`config.mk`:
```
export PLATFORM = sky130hd
export DESIGN_NAME = button_event_queue
export DESIGN_NICKNAME = d
export VERILOG_FILES = /design/src/rtl/button_event_queue.sv
export SDC_FILE = /design/constraint.sdc
export NUM_CORES = 1
export LEC_CHECK = 0
export ABC_AREA = 0
export ABC_CLOCK_PERIOD_IN_PS = 2800
export BUFFER_PORTS_ARGS = -buffer_cell sky130_fd_sc_hd__buf_2
export CORE_ASPECT_RATIO = 0.7
export CORE_UTILIZATION = 57
export DETAILED_ROUTE_END_ITERATION = 8
export PLACE_DENSITY = 0.79
export SLEW_MARGIN = 20
export SYNTH_ARGS = -nofsm -noshare
export SYNTH_HDL_FRONTEND = slang
export SYNTH_SLANG_ARGS = --single-unit
export TNS_END_PERCENT = 30
```
`constraint.sdc`:
```
create_clock -name clk -period 2.8 [get_ports clk]
set_input_delay 0.14 -clock clk [delete_from_list [all_inputs] [get_ports clk]]
set_output_delay 0.14 -clock clk [all_outputs]
set_load 0.02 [all_outputs]
```
`src/rtl/button_event_queue.sv`:
```
`default_nettype none
// ============================================================================
// Module   : button_event_queue
// Purpose  : Debounces an 8-bit button vector and queues one event (button
//            index) per debounced press into a small FIFO.
// Revision : 1.0 - initial release
// ============================================================================
module button_event_queue #(
    parameter int STABLE_CYCLES = 4,
    parameter int FIFO_DEPTH    = 4
) (
    input  logic       clk,
    input  logic       reset,
    input  logic [7:0] data_in,
    input  logic       clr_ovf,
    input  logic       evt_ready,
    output logic       evt_valid,
    output logic [2:0] evt_code,
    output logic [7:0] debounced,
    output logic [7:0] pending,
    output logic       overflow
);
    localparam int          AW      = $clog2(FIFO_DEPTH);
    localparam logic [7:0]  CNT_MAX = 8'(STABLE_CYCLES - 1);
    localparam logic [AW:0] DEPTH_C = FIFO_DEPTH[AW:0];

    logic [7:0]    cand;
    logic [7:0]    cnt;
    logic [2:0]    mem [FIFO_DEPTH];
    logic [AW-1:0] rd_ptr;
    logic [AW-1:0] wr_ptr;
    logic [AW:0]   count;

    logic          db_load;
    logic [7:0]    rise;
    logic          pop;
    logic          push;
    logic [2:0]    push_idx;
    logic [7:0]    push_mask;
    logic [7:0]    pend_next;

    // Debounced vector is reloaded every cycle once the candidate has settled.
    assign db_load   = (data_in == cand) && (cnt == CNT_MAX);
    assign rise      = db_load ? (cand & ~debounced) : 8'h00;

    assign evt_valid = (count != '0);
    assign evt_code  = mem[rd_ptr];
    assign pop       = evt_valid && evt_ready;
    assign push      = (pending != 8'h00) && ((count < DEPTH_C) || pop);

    always_comb begin
        push_idx = 3'd0;
        for (int i = 7; i >= 0; i--) begin
            if (pending[i]) begin
                push_idx = 3'(i);
            end
        end
    end

    assign push_mask = push ? (8'h01 << push_idx) : 8'h00;
    // Rise is OR-ed after the push clear so a same-cycle re-press survives.
    assign pend_next = (pending & ~push_mask) | rise;

    always_ff @(posedge clk or negedge reset) begin
        if (!reset) begin
            cand      <= 8'h00;
            cnt       <= 8'h00;
            debounced <= 8'h00;
        end else if (data_in != cand) begin
            cand <= data_in;
            cnt  <= 8'h00;
        end else if (cnt != CNT_MAX) begin
            cnt <= cnt + 8'd1;
        end else begin
            debounced <= cand;
        end
    end

    always_ff @(posedge clk or negedge reset) begin
        if (!reset) begin
            pending  <= 8'h00;
            overflow <= 1'b0;
        end else begin
            pending <= pend_next;
            if ((rise & pending) != 8'h00) begin
                overflow <= 1'b1;
            end else if (clr_ovf) begin
                overflow <= 1'b0;
            end
        end
    end

    always_ff @(posedge clk or negedge reset) begin
        if (!reset) begin
            for (int i = 0; i < FIFO_DEPTH; i++) begin
                mem[i] <= 3'd0;
            end
            rd_ptr <= '0;
            wr_ptr <= '0;
            count  <= '0;
        end else begin
            if (push) begin
                mem[wr_ptr] <= push_idx;
                wr_ptr      <= wr_ptr + AW'(1);
            end
            if (pop) begin
                rd_ptr <= rd_ptr + AW'(1);
            end
            if (push && !pop) begin
                count <= count + (AW+1)'(1);
            end else if (pop && !push) begin
                count <= count - (AW+1)'(1);
            end
        end
    end

endmodule
`default_nettype wire
```
==> Word-level counts from Yosys, hierarchy flattened <==
Index checks and enable logic that the tools add are counted.
{ "classes": {"addsub": 5, "magnitude_cmp": 4, "n_eq_ne": 4, "n_shift": 1, "mux": 22, "bitwise_logic": 10, "reduce_logical": 16} }
{ "ops": {"columns": ["cell", "n"], "rows": [
  ["2-to-1 mux 3 bit", 13],
  ["2-to-1 mux 8 bit", 4],
  ["bitwise AND 8 bit", 3],
  ["inverter 8 bit", 2],
  ["nonzero test 8 bit", 2],
  ["bitwise mux 12 bit", 1],
  ["adder 8 x 1 -> 8 bit, second input constant", 1],
  ["== test 8 x 2 -> 1 bit, second input constant", 1],
  ["== test 8 bit", 1],
  ["inequality test 8 x 2 -> 1 bit, second input constant", 1],
  ["inequality test 8 bit", 1],
  ["OR 8 bit", 1],
  ["left shift 1 x 3 -> 8 bit, first input constant", 1],
  ["binary-select mux 3 bit (select 2 bit)", 1],
  ["demux 3 bit (select 2 bit)", 1],
  [">= comparator 3 bit, second input constant", 2],
  ["logical AND 1 bit", 6],
  ["inverter 2 -> 3 bit", 2],
  ["nonzero test 2 bit", 3],
  ["adder 2 x 1 -> 2 bit, second input constant", 2],
  ["adder 3 x 1 -> 3 bit, second input constant", 1],
  ["< comparator 3 x 1 -> 1 bit, second input constant", 1],
  ["< comparator 3 bit, second input constant", 1],
  ["nonzero test 3 bit", 1],
  ["other kinds (6)", 9]
]} }
{ "word_totals": {"regBits": 52, "in_bits": 12, "out_inout_bits": 21} }

==> Longest topological paths before layout <==
Gate-level depths: netlist of the first run.
{ "depth": {"word_depth": 13, "mapped_depth": 8, "ltp_nobuf": 8} }

==> Least setup slack after synthesis of the first run <==
Ideal clock, no wire load.
{ "synth_timing": {"path_type": "register to register", "from": "register pending[7]", "to": "register count[1]", "arrival_ps": 1997, "required_ps": 2675, "path_slack_ps": 679, "path_stages_with_launch": 7, "path_buffers": 0, "period_less_slack_ps": 2121, "cell_sequence": "dfrtp_1 nor4_1 a21oi_2 ha_1 inv_1 fa_1 mux2_2"} }
{ "synth_via": {"elab_chain_cells": 5, "word_cells_on_any_way": 7} }
{ "synth_lines": {"columns": ["element", "line_no", "source"], "rows": [
  ["from (decl)", "20", "output logic [7:0] pending,"],
  ["from (signal assigned)", "84", "pending <= pend_next;"],
  ["nonzero test 8 bit (*)", "49", "assign push = (pending != 8'h00) && ((count < DEPTH_C) || pop);"],
  ["logical AND 1 bit (*)", "49", null],
  ["named net push", "37", "logic push;"],
  ["logical NOT 1 bit", "111", "end else if (pop && !push) begin"],
  ["logical AND 1 bit", "111", null],
  ["nonzero test 2 bit (no line)", null, null],
  ["to (signal assigned)", "110", "count <= count + (AW+1)'(1);"],
  ["to (signal assigned)", "112", "count <= count - (AW+1)'(1);"],
  ["to (decl)", "32", "logic [AW:0] count;"]
]} }
Mark *: on every way through the listed nets, which the timed path passes. The rest lies on a longest branch.
A chain may end at the register's enable or synchronous reset.

==> Worst setup path in the final report of the first run <==
Same ends and word-level chain as after synthesis.

==> summary.txt, run 1 <==
Floorplanning
  – Die W: 80.3 um
  – Die area: 4560 um^2
  – # IOs: 33
  – Initial Util: 0.608
  – Row cnt: 19
  – Die Y: 56.8 um
  – Core area: 4020 um^2

Detailed routing
  – Number of remaining DRC errors: 0
  – Total Wirelength: 4620 um
  – DR vias/cell: 5.70
  – WL/cell: 15.0 um
  – ANT nets after route: 0
  – 1st-iter DRT viols: 112
  – Vias post-DR: 1750
  – Drt pass-1 iters: 4

Clock network
  – Worst skew pair latency: 0.31 ns
  – Hold-fix buffers, CTS: 9
  – CTS tree: done
  – # clock sinks: 52
  – Setup bufs post-CTS: 0
  – # H-tree levels: 2
  – Clk root buf: clkbuf_8
  – Post-CTS sizing: 0
  – Clk buf depth: 2
  – Reg clk slew, reported paths: 0.10 ns
  – TritonCTS Buffers: 5

Cells and area
  – Share of cells above drive strength 1: 0.231
  – Area grow syn2layout: 15.8%
  – Antenna diodes: 0
  – Nets: 273
  – Fin util: 0.704
  – Fill count: 289

Timing
  – TNS Setup: 0 ns
  – Max-slew violation count: 0
  – Fin. Hold Viols: 0
  – Setup slack after layout: 0.543 ns
  – Unrepaired setup endpoints after global routing: false
  – Final worst-path cycle share: 0.806
  – Setup Viol. Count Final: 0
  – Worst hold margin: 0.0202 ns
  – Rel. slew slack: 0.648
  – Layout Skew: 0.0113 ns
  – F_max: 443 MHz
  – Min Clock Period, post-route: 2.26 ns
  – Worst Tran Pin Value: 0.523 ns

Outcome
  – Status: finished clean

GRT
  – Vias in the first global route: 1628
  – Total track usage: 0.231
  – Largest net degree at the start of global routing: 32
  – Overflow after GRT: 0
  – First-pass GRT wire length: 7730 um
  – Initial antenna violation count: 0

Critical path
  – Critical path launch point type: register
  – Crit end category: register
  – Path depth of the worst reg2reg path: 6
  – Crit path max fanout: 8
  – CP arrival: 2.46 ns
  – Setup CP Type: reg -> reg
  – Worst path required time: 3.00 ns

Synth
  – Synthesized cell area: 2440 um^2
  – Mapped Cells: 214
  – Post-synth top flop: dfrtp_1
  – Seq cells post-synth: 52
  – Mapped Nets: 233
  – Synth Area per Inst: 11.4 um^2
  – Sequential-to-total area share from yosys stat: 0.533
  – Post-synth EDFFs: 0
  – Fraction of registers with async set/reset: 1.00
  – Synth cell types: 43
  – YS warnings: 0

Hold path
  – Min-Delay Path Class: in -> reg
  – Hold depth: 2

Power
  – Peak supply drop: 0.385 mV
  – PwrDens: 528 nW/um^2
  – PnR Total Power: 1490 uW
  – Static Leakage: 0.00135 uW

Job
  – Max Cap Viol: 0

Placed design
  – Gp weighted congestion: 0.866
  – HPWL Detailed: 3360 um
  – Port-buffer cells: 32
  – Post-place setup slack: 0.592 ns
[layout by cell type, fill, tap and decap left out, drive strengths merged, types with 2 or more instances in the layout]
| cell type | instances |
|---|---|
| dlygate4sd3 | 9 |
| mux4 | 3 |
| nor3 | 2 |
| a31oi | 3 |
| nand3 | 7 |
| clkbuf | 6 |
| nor4 | 4 |
| inv | 9 |
| a22o | 6 |
| ha | 6 |
| o21bai | 2 |
| nor2 | 14 |
| nand2 | 23 |
| mux2 | 10 |
| dfrtp | 52 |
| a21oi | 2 |
| and3 | 3 |
| o21ai | 15 |
| buf | 34 |
| xor2 | 15 |
| nor2b | 5 |
| xnor2 | 5 |
| clkinvlp | 2 |
| nand2b | 3 |
[final cells by class]
class                      instances  area (um^2)  area share
tap                               52         65.1      0.0230
inverter                           9         33.8      0.0119
sequential                        52         1300       0.460
clock buffer                       6         82.6      0.0292
multi-input combinational        143         1070       0.377
clock inverter                     2         15.0     0.00531
timing repair buffer              43          265      0.0937
[state kept, by name, indices dropped and copies added, names as in the netlist]
signal,count
rd_ptr,2
cnt,8
pending,8
cand,8
overflow,1
wr_ptr,2
mem,12
count,3
debounced,8
[metal layers]
metal  wire, um  vias to the layer above  track usage
met5          0                        -            0
met4         57                        0       0.0714
met3        264                        7       0.0602
met2       2020                       56        0.336
met1       2280                      866        0.338
li1           -                      821            -
[cells by family after synthesis]
logic type,synth area share
buffers and inverters,0.0307
DFF,0.533
and+or+nand+nor,0.135
xor gates and xnor gates,0.0717
adders and majority gates,0.0389
AOI/OAI and AO/OA,0.104
muxes,0.0870
[final timing paths]
| check | startpoint | slack, ns | endpoint |
|---|---|---|---|
| max in group asynchronous | reset | 1.72 | cand[7] |
| min in group asynchronous | reset | 0.31 | mem[1] |
| setup reg to reg | pending[7] | 0.54 | count[1] |
| setup / recovery | pending[7] | 0.54 | count[1] |
| hold reg to reg | mem[4] | 0.50 | mem[4] |
| hold / removal | clr_ovf | 0.02 | overflow |
[report_power, final]
part           internal, uW  switching, uW  total, uW  leakage [uW]
sequential              796           62.3        858      0.000697
combinational           100           86.4        186      0.000608
clock                   200            249        449     0.0000434
[cells in the mapped netlist (all sizes together) (2+ instances only)]
cell type / count / area share
and3: 3 / 0.0077
inv: 9 / 0.014
nand3: 7 / 0.014
a22o: 6 / 0.022
clkbuf: 9 / 0.014
mux4: 3 / 0.028
nor4: 4 / 0.018
o21bai: 2 / 0.0061
nor2: 14 / 0.023
xor2: 15 / 0.054
xnor2: 5 / 0.018
nor2b: 5 / 0.013
ha: 6 / 0.031
nand2: 23 / 0.035
nor3: 2 / 0.0041
dfrtp: 52 / 0.53
nand2b: 3 / 0.0077
a21oi: 2 / 0.0056
a31oi: 3 / 0.0077
o21ai: 15 / 0.031
mux2: 10 / 0.055
[through the flow]
step	area (um^2)	std cells
finish	2830	307
global route	2830	307
CTS	2830	307
detailed placement	2640	290
global placement	2640	290
floorplan	2440	214
[critical path, cell delays in order, from the launching register on]
cell and delay [ns]:
dfrtp_1 0.44, nor4_1 0.52, a21oi_2 0.22, ha_1 0.25
inv_1 0.07, fa_1 0.40, mux2_2 0.26
(Power assumes the default switching activity.)
==> run 2, diff against run 1 <==
Settings changed: ABC_CLOCK_PERIOD_IN_PS 2800 to 2350.
Clock period 2.8 ns to 2.35 ns, I/O delays scaled along.
==> summary.txt, run 2 (synthesis results as in run 1) <==
Outcome
  – Status: finished clean

Critical path
  – Worst path required time: 2.54 ns
  – CP max stage delay: 0.51 ns
  – Crit path max fanout: 6
  – CP delay by family, top: adder cells
  – Critical path's slowest cell: nor4_1
  – Crit end category: register
  – Worst path buffer plus inverter count: 1
  – CP arrival: 2.36 ns
  – Worst flop-to-flop path endpoint: count[1]
  – Path depth of the worst reg2reg path: 6
  – Worst path cell trace: nor4_1, a21oi_2, ha_1, inv_1, fa_1, mux2_2
  – FF-to-FF Start: pending[7]
  – Setup CP Type: reg -> reg
  – Critical path launch point type: register
  – Worst R2R Setup Slack: 0.18 ns

Clock network
  – CTS tree: done
  – Worst skew pair latency: 0.30 ns
  – Setup bufs post-CTS: 0
  – # clock sinks: 52
  – Reg clk slew, reported paths: 0.09 ns
  – # H-tree levels: 2
  – Post-CTS sizing: 0
  – TritonCTS Buffers: 5
  – Clk root buf: clkbuf_8
  – Clk buf depth: 2

Cells and area
  – Share of cells above drive strength 1: 0.229
  – Reg area: 1300 um^2
  – Area grow syn2layout: 16.5%
  – Fin util: 0.709
  – Max reg flops: 12
  – Nets: 276
  – Antenna diodes: 0
  – Area occupied by multi-input gates: 1070 um^2
  – Non-Filler Instances: 310
  – Fill count: 301
  – Most common cell after layout, fill and taps aside: dfrtp_1
  – Biggest register: mem
  – Commonest non-fill, non-tap cells in the layout: 52 x dfrtp_1, 32 x buf_2, 23 x nand2_1, 15 x xor2_1, 13 x nor2_1

Power
  – PwrDens: 620 nW/um^2
  – Peak supply drop: 0.566 mV
  – Static Leakage: 0.00136 uW

GRT
  – Initial antenna violation count: 0
  – First-pass GRT wire length: 7940 um
  – Vias in the first global route: 1686
  – Overflow after GRT: 0
  – Largest net degree at the start of global routing: 25
  – Total track usage: 0.235

Timing
  – F_max: 460 MHz
  – Unrepaired setup endpoints after global routing: false
  – Min Clock Period, post-route: 2.17 ns
  – Worst hold margin: 0.100 ns
  – TNS Setup: 0 ns
  – Worst Tran Pin Value: 0.514 ns
  – Final worst-path cycle share: 0.924
  – Setup Viol. Count Final: 0
  – Setup slack after layout: 0.178 ns
  – Layout Skew: 0.00660 ns
  – Max-slew violation count: 0
  – Fin. Hold Viols: 0
  – Rel. slew slack: 0.654

Job
  – Max Cap Viol: 0

Hold path
  – Hold path start: evt_ready
  – Hold depth: 3
  – Hold EP: rd_ptr[1]
  – Min-Delay Path Class: in -> reg

Floorplanning
  – # IOs: 33
  – Die Y: 56.8 um
  – Initial Util: 0.608
  – Row cnt: 19
  – Die W: 80.3 um
  – Die area: 4560 um^2
  – Core area: 4020 um^2

Placed design
  – Dpl cells: 292
  – Post-place setup slack: 0.226 ns
  – Gp weighted congestion: 0.873
  – HPWL Detailed: 3470 um
  – Port-buffer cells: 32

Detailed routing
  – Vias post-DR: 1702
  – Drt pass-1 iters: 4
  – WL/cell: 15.2 um
  – ANT nets after route: 0
  – 1st-iter DRT viols: 82
  – DR vias/cell: 5.49
  – Number of remaining DRC errors: 0
  – Total Wirelength: 4720 um
==> run 2: changes by cell type in the layout (fill, tap and decap cells not counted), sizes merged <==
cell / previous run / this run
clkinvlp: 2 / 0
buf: 34 / 36
clkbuf: 6 / 8
dlygate4sd3: 9 / 10
==> run 2: cell type report <==
| type | count | share of cell area |
|---|---|---|
| multi-input combinational | 143 | 0.375 |
| tap | 52 | 0.0228 |
| sequential | 52 | 0.457 |
| timing repair buffer | 46 | 0.102 |
| clock buffer | 8 | 0.0316 |
| inverter | 9 | 0.0119 |
==> run 2: how the worst max path moves through the flow <==
stage                     slack (ns)  startpoint  cells past startpoint       end
after floorplan                 0.23  pending[7]                      6  count[1]
after global placement          0.26  pending[7]                      6  count[1]
after detailed placement        0.23  pending[6]                      6  count[1]
after CTS                       0.21  pending[7]                      6  count[1]
after global routing            0.09  pending[7]                      6  count[1]
final                           0.18  pending[7]                      6  count[1]
==> run 2: timing repair <==
item	in CTS	in global routing
setup endpoints to repair	0	0
hold endpoints to repair	61	0
hold buffers	10	0
==> run 2: stage by stage <==
step,instance area [um^2],power [uW]
after floorplan,2440,1190
after global placement,2660,1250
after detailed placement,2660,1250
after CTS,2850,1770
after global routing,2850,1850
final,2850,1770
==> run 2: worst reg2reg max path: cells and delay by family (launching register included) <==
kind,cells,cell delay [ns]
and+or+nand+nor,1,0.51
DFF,1,0.44
AOI/OAI and AO/OA,1,0.14
adders and majority gates,2,0.64
buffers and inverters,1,0.08
muxes,1,0.27
==> run 2: power by group <==
| group | switching [uW] | internal [uW] |
|---|---|---|
| registers | 70.9 | 948 |
| logic | 106 | 122 |
| clock network | 278 | 241 |
==> run 2: routing by layer <==
layer	track usage	wire length, um
met5	0	0
met4	0.0459	19
met3	0.0504	196
met2	0.363	2120
met1	0.346	2380
==> run 3, diff against run 2 <==
Settings changed: ABC_AREA 0 to 1, CORE_UTILIZATION 57 to 58, PLACE_DENSITY 0.79 to 0.8.
==> summary.txt, run 3 <==
Detailed routing
  – 1st-iter DRT viols: 205
  – ANT nets after route: 0
  – WL/cell: 13.7 um
  – Drt pass-1 iters: 6
  – DR vias/cell: 5.13
  – Total Wirelength: 5870 um
  – Number of remaining DRC errors: 4
  – Vias post-DR: 2200

Cells and area
  – Share of cells above drive strength 1: 0.211
  – Fill count: 342
  – Area grow syn2layout: 14.7%
  – Final Instance Area: 3160 um^2
  – Antenna diodes: 0
  – Biggest register: mem
  – Area occupied by multi-input gates: 1190 um^2
  – Reg area: 1300 um^2
  – Commonest non-fill, non-tap cells in the layout: 68 x nand2_1, 52 x dfrtp_1, 46 x inv_1, 32 x buf_2, 28 x nor2_1
  – Nets: 394
  – Max reg flops: 12
  – Most common cell after layout, fill and taps aside: nand2_1

Synth
  – Synth cell types: 32
  – Mapped Nets: 352
  – Post-synth top area share: 0.472
  – Post-synth top area cell: dfrtp_1
  – Synth area leaders: dfrtp_1 47%, nand2_1 9.3%, inv_1 6.3%
  – Sequential-to-total area share from yosys stat: 0.472
  – YS warnings: 0
  – Seq cells post-synth: 52
  – Mapped Cells: 333
  – Most common cell in the netlist: nand2_1
  – Post-synth EDFFs: 0
  – Synthesized cell area: 2760 um^2
  – Synth Area per Inst: 8.28 um^2
  – Most frequent cells after synthesis: 68 x nand2_1, 52 x dfrtp_1, 46 x inv_1
  – Post-synth top flop: dfrtp_1
  – Fraction of registers with async set/reset: 1.00

Floorplanning
  – Die area: 5040 um^2
  – Row cnt: 20
  – Initial Util: 0.619
  – Die W: 84.4 um
  – Die Y: 59.7 um
  – # IOs: 33
  – Core area: 4450 um^2

Critical path
  – CP max stage delay: 0.43 ns
  – Critical path's slowest cell: dfrtp_1
  – Worst path cell trace: nor2_2, inv_1, nor3_4, inv_2, o21ai_4, inv_2, ha_1, inv_1, fa_1, mux2_2
  – Worst R2R Setup Slack: 0.08 ns
  – CP arrival: 2.46 ns
  – Worst flop-to-flop path endpoint: count[1]
  – Crit end category: register
  – FF-to-FF Start: pending[6]
  – Setup CP Type: reg -> reg
  – Worst path required time: 2.55 ns
  – Path depth of the worst reg2reg path: 10
  – Crit path max fanout: 5
  – Critical path launch point type: register

Placed design
  – Placed Area: 2960 um^2
  – Port-buffer cells: 32
  – Gp weighted congestion: 0.893
  – HPWL Detailed: 4210 um

Power
  – PnR Total Power: 2190 uW
  – PwrDens: 692 nW/um^2
  – P_int: 1480 uW
  – P_sw: 702 uW
  – Clk network pwr share: 0.270
  – Peak supply drop: 0.557 mV
  – Comb power frac: 0.251
  – Static Leakage: 0.00166 uW
  – Switch share: 0.321
  – Sequential share of power: 0.479

Timing
  – Worst Tran Pin Value: 0.650 ns
  – Min Clock Period, post-route: 2.27 ns
  – Max-slew violation count: 0
  – Final worst-path cycle share: 0.964
  – Rel. slew slack: 0.566
  – Layout Skew: 0.00573 ns
  – Setup Viol. Count Final: 0
  – TNS Setup: 0 ns
  – Fin. Hold Viols: 0
  – F_max: 441 MHz

Clock network
  – TritonCTS Buffers: 5
  – CTS tree: done
  – Clk buf depth: 2
  – # H-tree levels: 2
  – Worst skew pair latency: 0.31 ns
  – # clock sinks: 52
  – Reg clk slew, reported paths: 0.09 ns
  – Clk root buf: clkbuf_8

GRT
  – Overflow after GRT: 0
  – Vias in the first global route: 2064
  – Total track usage: 0.265
  – Largest net degree at the start of global routing: 53
  – First-pass GRT wire length: 9890 um
  – Initial antenna violation count: 0

Job
  – Max Cap Viol: 0

Hold path
  – Hold path start: evt_ready
  – Min-Delay Path Class: in -> reg
  – Hold depth: 3
  – Hold EP: rd_ptr[0]

Outcome
  – Failing checks: DRC
  – Status: finished with violations
[run 3: through the flow]
stage	utilization	setup slack, ns	std cells	hold WS [ns]
6_report	0.710	0.0843	429	0.0742
5_1_grt	0.710	-0.0158	429	0.127
4_1_cts	0.706	0.0479	428	0.0729
3_5_place_dp	0.663	0.0851	413	0.258
3_3_place_gp	0.663	0.213	413	0.253
2_1_floorplan	-	0.183	333	-0.178
[run 3: kinds of logic after synthesis]
group	Yosys count	share of synthesized area
buffers and inverters	68	0.0985
adders and majority gates	7	0.0345
and+or+nand+nor	141	0.255
AOI/OAI and AO/OA	57	0.113
DFF	52	0.472
xor gates and xnor gates	7	0.0222
muxes	1	0.00409
[run 3: critical path, delay by kind of cell (launching register included)]
kind,cells,cell delay (ns)
flip-flops,1,0.43
adder cells (fa/ha/maj),2,0.61
AND/OR/NAND/NOR,2,0.28
buffers and inverters,4,0.37
multiplexers,1,0.26
AO/OA/AOI/OAI,1,0.21
[run 3: per-layer routing]
layer	vias up	routed length (um)	track usage
li1	1128	-	-
met1	1004	2920	0.381
met2	61	2480	0.388
met3	7	383	0.0856
met4	0	86	0.0799
met5	-	0	0
[run 3: what timing repair did]
item                                   in CTS  in global routing
buffers inserted                            0                  1
setup endpoints to repair                   0                  2
hold buffers                                9                  0
endpoints found under the hold margin      60                  0
gates resized for setup                     0                  2
[run 3: area by class of cell]
cell class	count	area share
clock buffers	5	0.0218
clock inverters	1	0.00950
inverters	58	0.0693
multi-input cells	213	0.377
flip-flops and latches	52	0.412
well taps	55	0.0218
repair buffers	45	0.0887
[run 3: worst max-delay path by stage]
stage	start	endpoint	slack, ns	depth (start not counted)
detailed placement	pending[6]	count[1]	0.09	10
global route	pending[1]	count[2]	-0.02	10
global placement	pending[6]	count[1]	0.21	10
floorplan	pending[1]	count[1]	0.18	8
CTS	pending[6]	count[1]	0.05	10
finish	pending[6]	count[1]	0.08	10
[run 3: power groups by stage]
stage          combinational (uW)  clock, uW  sequential [uW]
2_1_floorplan                 387          0             1050
3_3_place_gp                  513          0             1060
3_5_place_dp                  530          0             1070
4_1_cts                       548        593             1050
5_1_grt                       621        633             1060
6_report                      548        590             1050
